--- config.mk ---
export PLATFORM = sky130hd
export DESIGN_NAME = sine_note_detector
export DESIGN_NICKNAME = d
export VERILOG_FILES = /design/src/rtl/sine_note_detector.sv
export SDC_FILE = /design/constraint.sdc
export NUM_CORES = 1
export LEC_CHECK = 0
export CORE_ASPECT_RATIO = 2
export CORE_MARGIN = 4
export CORE_UTILIZATION = 35
export DETAILED_ROUTE_END_ITERATION = 16
export HOLD_SLACK_MARGIN = 0.06
export SLEW_MARGIN = 0
export SYNTH_ARGS = -nofsm -noshare
export SYNTH_HDL_FRONTEND = slang
export SYNTH_SLANG_ARGS = --single-unit
--- constraint.sdc ---
create_clock -name clk -period 4.9 [get_ports clk]
set_input_delay 0.735 -clock clk [delete_from_list [all_inputs] [get_ports clk]]
set_output_delay 0.735 -clock clk [all_outputs]
set_load 0.005 [all_outputs]
--- src/rtl/sine_note_detector.sv ---
// Loopback note detector: measures the period between rising midscale crossings of the synth
// waveform and reports the confirmed note one-hot. NOTE_DETECT_OCTAVE_LOW_EN adds 2x-period decode.
module sine_note_detector #(
  parameter int unsigned HYST    = 16,
  parameter int unsigned TOL     = 512,
  parameter int unsigned CONFIRM = 3,
  parameter int unsigned TIMEOUT = 200000
) (
  input  logic        clk,
  input  logic        rst,
  input  logic [7:0]  sample_in,
  output logic [7:0]  note_onehot,
  output logic        note_valid,
  output logic [17:0] period_out,
  output logic        period_strobe,
  output logic        octave_low
);

  localparam int unsigned CW = 18;
  localparam int unsigned NN = 8;
  localparam logic [7:0]    LO        = 8'(128 - HYST);
  localparam logic [7:0]    HI        = 8'(128 + HYST);
  localparam logic [CW-1:0] CNT_MAX   = '1;
  localparam logic [CW-1:0] TIMEOUT_V = CW'(TIMEOUT);
  localparam logic [CW-1:0] TOL_V     = CW'(TOL);
  localparam logic [CW-1:0] TOL2_V    = CW'(2 * TOL);
  localparam logic [2:0]    CONFIRM_V = 3'(CONFIRM);

  typedef enum logic [1:0] {S_INIT, S_LOW, S_HIGH} state_t;

  state_t        state;
  logic [CW-1:0] cnt;
  logic          have_ref;
  logic [2:0]    mcnt;
  logic [3:0]    cand;
  logic          edge_c;
  logic          hit_c;
  logic [3:0]    key_c;
  logic [2:0]    mcnt_inc_c;

  // Nominal note periods in 50 MHz clocks, 64*(L+1)
  function automatic logic [CW-1:0] nominal(input logic [2:0] i);
    case (i)
      3'd0:    return CW'(95616);
      3'd1:    return CW'(85184);
      3'd2:    return CW'(75904);
      3'd3:    return CW'(71680);
      3'd4:    return CW'(63872);
      3'd5:    return CW'(56896);
      3'd6:    return CW'(50688);
      default: return CW'(47872);
    endcase
  endfunction

  function automatic logic in_window(input logic [CW-1:0] p, input logic [CW-1:0] n,
                                     input logic [CW-1:0] t);
    return (p >= n - t) && (p <= n + t);
  endfunction

  assign edge_c     = (state == S_LOW) && (sample_in >= HI);
  assign mcnt_inc_c = (mcnt < CONFIRM_V) ? mcnt + 3'd1 : mcnt;

  // Period classification; key is {octave_low, note index}, base octave wins any overlap
  always_comb begin
    hit_c = 1'b0;
    key_c = '0;
`ifdef NOTE_DETECT_OCTAVE_LOW_EN
    for (int i = 0; i < NN; i++) begin
      if (in_window(period_out, nominal(3'(i)) << 1, TOL2_V)) begin
        hit_c = 1'b1;
        key_c = {1'b1, 3'(i)};
      end
    end
`endif
    for (int i = 0; i < NN; i++) begin
      if (in_window(period_out, nominal(3'(i)), TOL_V)) begin
        hit_c = 1'b1;
        key_c = {1'b0, 3'(i)};
      end
    end
  end

  always_ff @(posedge clk) begin
    if (rst) begin
      state         <= S_INIT;
      cnt           <= '0;
      have_ref      <= 1'b0;
      mcnt          <= '0;
      cand          <= '0;
      note_onehot   <= '0;
      note_valid    <= 1'b0;
      period_out    <= '0;
      period_strobe <= 1'b0;
      octave_low    <= 1'b0;
    end else begin
      period_strobe <= 1'b0;
      if (cnt != CNT_MAX) cnt <= cnt + CW'(1);

      case (state)
        S_INIT:  if (sample_in <= LO) state <= S_LOW;
        S_LOW:   if (sample_in >= HI) state <= S_HIGH;
        S_HIGH:  if (sample_in <= LO) state <= S_LOW;
        default: state <= S_INIT;
      endcase

      // A crossing takes priority over a coincident timeout
      if (edge_c) begin
        cnt      <= CW'(1);
        have_ref <= 1'b1;
        if (have_ref) begin
          period_out    <= cnt;
          period_strobe <= 1'b1;
        end
      end else if (cnt == TIMEOUT_V) begin
        note_onehot <= '0;
        note_valid  <= 1'b0;
        octave_low  <= 1'b0;
        mcnt        <= '0;
        have_ref    <= 1'b0;
      end

      if (period_strobe) begin
        if (hit_c && key_c == cand) begin
          mcnt <= mcnt_inc_c;
          if (mcnt_inc_c == CONFIRM_V) begin
            note_onehot <= 8'(1) << key_c[2:0];
            note_valid  <= 1'b1;
`ifdef NOTE_DETECT_OCTAVE_LOW_EN
            octave_low  <= key_c[3];
`else
            octave_low  <= 1'b0;
`endif
          end
        end else if (hit_c) begin
          cand <= key_c;
          mcnt <= 3'd1;
          if (CONFIRM_V == 3'd1) begin
            note_onehot <= 8'(1) << key_c[2:0];
            note_valid  <= 1'b1;
`ifdef NOTE_DETECT_OCTAVE_LOW_EN
            octave_low  <= key_c[3];
`else
            octave_low  <= 1'b0;
`endif
          end else begin
            note_onehot <= '0;
            note_valid  <= 1'b0;
            octave_low  <= 1'b0;
          end
        end else begin
          mcnt        <= '0;
          note_onehot <= '0;
          note_valid  <= 1'b0;
          octave_low  <= 1'b0;
        end
      end
    end
  end

endmodule
==> impl_metrics.ini <==
[run_status]
status = complete, no violations

[die]
die_x_um = 75.58
num_rows = 49
die_area_mm2 = 0.01082
initial_core_util_pct = 35.71
io_pins = 39
die_h_um = 143.2
core_mm2 = 0.008951

[drt]
wirelength_um = 8899
first_pass_iters = 4
ant_nets = 0
vias = 2957
routedWlPerCell_um = 17.11
via_per_inst = 5.687
drc = 0
drt-initial-drc-count = 125

[cts]
postCtsSetupRepairBufs = 0
path_clk_slew_ns = 0.07
cts-root-buf = clkbuf_16
htreeDepth = 2
cts_buffer_depth = 2
cts_tree = built
numCtsBuffers = 5
cts.sink_count = 56
clock_latency_ns = 0.30
hold_buffers = 0
cts_resized = 0

[worst_setup_path]
crit_path_end = note_onehot[1]$_SDFF_PP0_
worst-r2r-setup-slack_ns = 1.79
worstPathRequired_ns = 5.13
critPathMaxFanout = 12
critical_path.slowest_cell = dfxtp_1
path_class = flip-flop to flip-flop
worstPathCellList = nor4b_2 -> a21oi_1 -> a311oi_2 -> nor2_1 -> and4_1 -> a2111oi_4 -> a31oi_4 -> o22ai_2
critPathLaunchType = flip-flop
slowest_delay_ns = 0.61
reg2reg_from = period_out[13]$_SDFFE_PP0P_
critPathLaunch = period_out[13]$_SDFFE_PP0P_
worst_r2r_path_depth = 8
arrival_ns = 3.34
r2r_end = note_onehot[1]$_SDFF_PP0_
critPathCaptureType = flip-flop

[power]
p_total_w = 0.0008639
p_leak_nw = 1.171
max-vdd-ir-drop_mv = 0.1462
cellPowerDensity_mw_per_mm2 = 231.9

[place]
io_buffers = 38
dp_slack_ns = 1.823
gp_congestion = 0.8915
dp.final_hpwl_um = 6794

[finish]
nets = 430
areaGrowthSynthToFinish_pct = 16.56
drive_gt1_share_pct = 7.416
diodes = 0

[yosys]
synth_top_cells_by_count = 61 x nand2_1, 56 x dfxtp_1, 46 x nor2_1, 26 x a21oi_1, 16 x nand4_1
ys.flop_type = dfxtp_1
ys_seq_elements = 56
synth.most_common_cell = nand2_1
synth-edff-count = 0
synth_seq_area_share_pct = 35.07
synth.largest_area_cell = dfxtp_1
synthArstFlopShare_pct = 0
syn_avg_cell_area_um2 = 8.114
synth_area_mm2 = 0.003197
synth_nets = 407
yosysWarningCount = 0
synthCells = 394
synthTopCellsByArea = dfxtp_1 35%, nand2_1 7.2%, nor2_1 5.4%
ys_types = 74
synth_top_area_share_pct = 35.07

[sta]
worstMarginPinSlew_ns = 0.7913
slew_viol_final = 0
grt_setup_unrepaired = no
setup_tns_ns = 0
fmax_mhz = 321.2
fin_worst_skew_ns = 0.007169
hold_violations = 0
setup_violations = 0
setup_slack_ns = 1.786
fin_crit_ns = 3.114
max_slew_margin_pct = 46.81
fin_crit_sh_pct = 63.54

[grt]
grt_overflow = 0
grt_pass1_wl_um = 14370
grt_max_degree = 45
antenna_found_initial = 0
grt_pass1_vias = 3020
grtUsageTotal_pct = 17.17

[job]
cap_violations = 0

[worst_hold_path]
min_path_type = flip-flop to flip-flop
## metal layers
metal / track usage [%] / share of wire, % / vias up
met5: 0 / 0 / -
met4: 8.664 / 4.5 / 0
met3: 2.748 / 2.8 / 29
met2: 32.97 / 57 / 70
met1: 16.49 / 36 / 1380
li1: - / - / 1478
## sequential cells by signal, indices dropped and copies added (netlist names)
register       count
cnt               18
mcnt               3
period_out        18
octave_low         1
have_ref           1
note_valid         1
state              2
note_onehot        8
cand               3
period_strobe      1
## cell families (layout without fill, tap and decap cells)
kind of cell,after synthesis,count (layout),synth area share (%)
XOR/XNOR,15,15,4.110
AO/OA/AOI/OAI,80,80,18.75
AND/OR/NAND/NOR,205,205,34.76
flip-flops,56,56,35.07
multiplexers,3,3,0.9394
buffers and inverters,32,56,5.205
adder cells (fa/ha/maj),3,3,1.174
## cell type report
type                            count  area [um^2]
Sequential cell                    56         1121
Inverter                            9        33.78
Clock inverter                      2        17.52
Tap cell                          102        127.6
Clock buffer                        6        128.9
Multi-Input combinational cell    306         1909
Fill cell                         916         5225
Timing Repair Buffer               39        387.9
## metrics by stage
step           cells  area, um^2  util [%]  hold slack, ns
2_1_floorplan    394        3197         -          0.4458
3_3_place_gp     512        3580     39.99          0.4476
3_5_place_dp     512        3580     39.99          0.4543
4_1_cts          520        3726     41.63          0.4694
5_1_grt          520        3726     41.63          0.4976
6_report         520        3726     41.63          0.4617
## critical path: cells and delay by family (launching register included)
| family | cells | cell delay [ns] |
|---|---|---|
| flip-flops | 1 | 0.61 |
| AND/OR/NAND/NOR | 3 | 0.92 |
| AO/OA/AOI/OAI | 5 | 1.49 |
## power by group
part	leakage [nW]	switching [W]	internal, W
sequential	0.452	0.00000456	0.000458
combinational	0.647	0.0000174	0.0000149
clock	0.0719	0.000175	0.000194
## how the worst min path moves through the flow
stage	startpoint	to	slack (ns)	cells after the start
floorplan	octave_low$_SDFF_PP0_	octave_low$_SDFF_PP0_	0.45	2
global placement	octave_low$_SDFF_PP0_	octave_low$_SDFF_PP0_	0.45	2
detailed placement	octave_low$_SDFF_PP0_	octave_low$_SDFF_PP0_	0.45	2
CTS	octave_low$_SDFF_PP0_	octave_low$_SDFF_PP0_	0.47	2
global route	octave_low$_SDFF_PP0_	octave_low$_SDFF_PP0_	0.50	2
finish	octave_low$_SDFF_PP0_	octave_low$_SDFF_PP0_	0.46	2
## cells in the final DEF, fill, tap and decap left out, types with 3 or more instances in the layout
| cell type | Yosys | routed |
|---|---|---|
| and2_1 | 3 | 3 |
| xor2_1 | 9 | 9 |
| xnor2_1 | 6 | 6 |
| a21oi_1 | 26 | 26 |
| ha_1 | 3 | 3 |
| clkdlybuf4s50_1 | 0 | 38 |
| nor3b_1 | 5 | 5 |
| nor4b_1 | 4 | 4 |
| nand2_1 | 61 | 61 |
| nor3_1 | 9 | 9 |
| inv_1 | 8 | 8 |
| or4_1 | 3 | 3 |
| a211oi_1 | 4 | 4 |
| nand3b_1 | 3 | 3 |
| nand4_1 | 16 | 16 |
| dfxtp_1 | 56 | 56 |
| nor2_1 | 46 | 46 |
| clkbuf_16 | 0 | 5 |
| o21ai_1 | 5 | 5 |
| nand3_1 | 9 | 9 |
| a31oi_1 | 4 | 4 |
| nor4_1 | 7 | 7 |
| mux2i_1 | 3 | 3 |
| nor4_2 | 3 | 3 |
| nand2b_1 | 12 | 12 |
| o22ai_1 | 3 | 3 |
| o21ai_0 | 7 | 7 |
No activity file was read; power rests on OpenSTA's default activity.
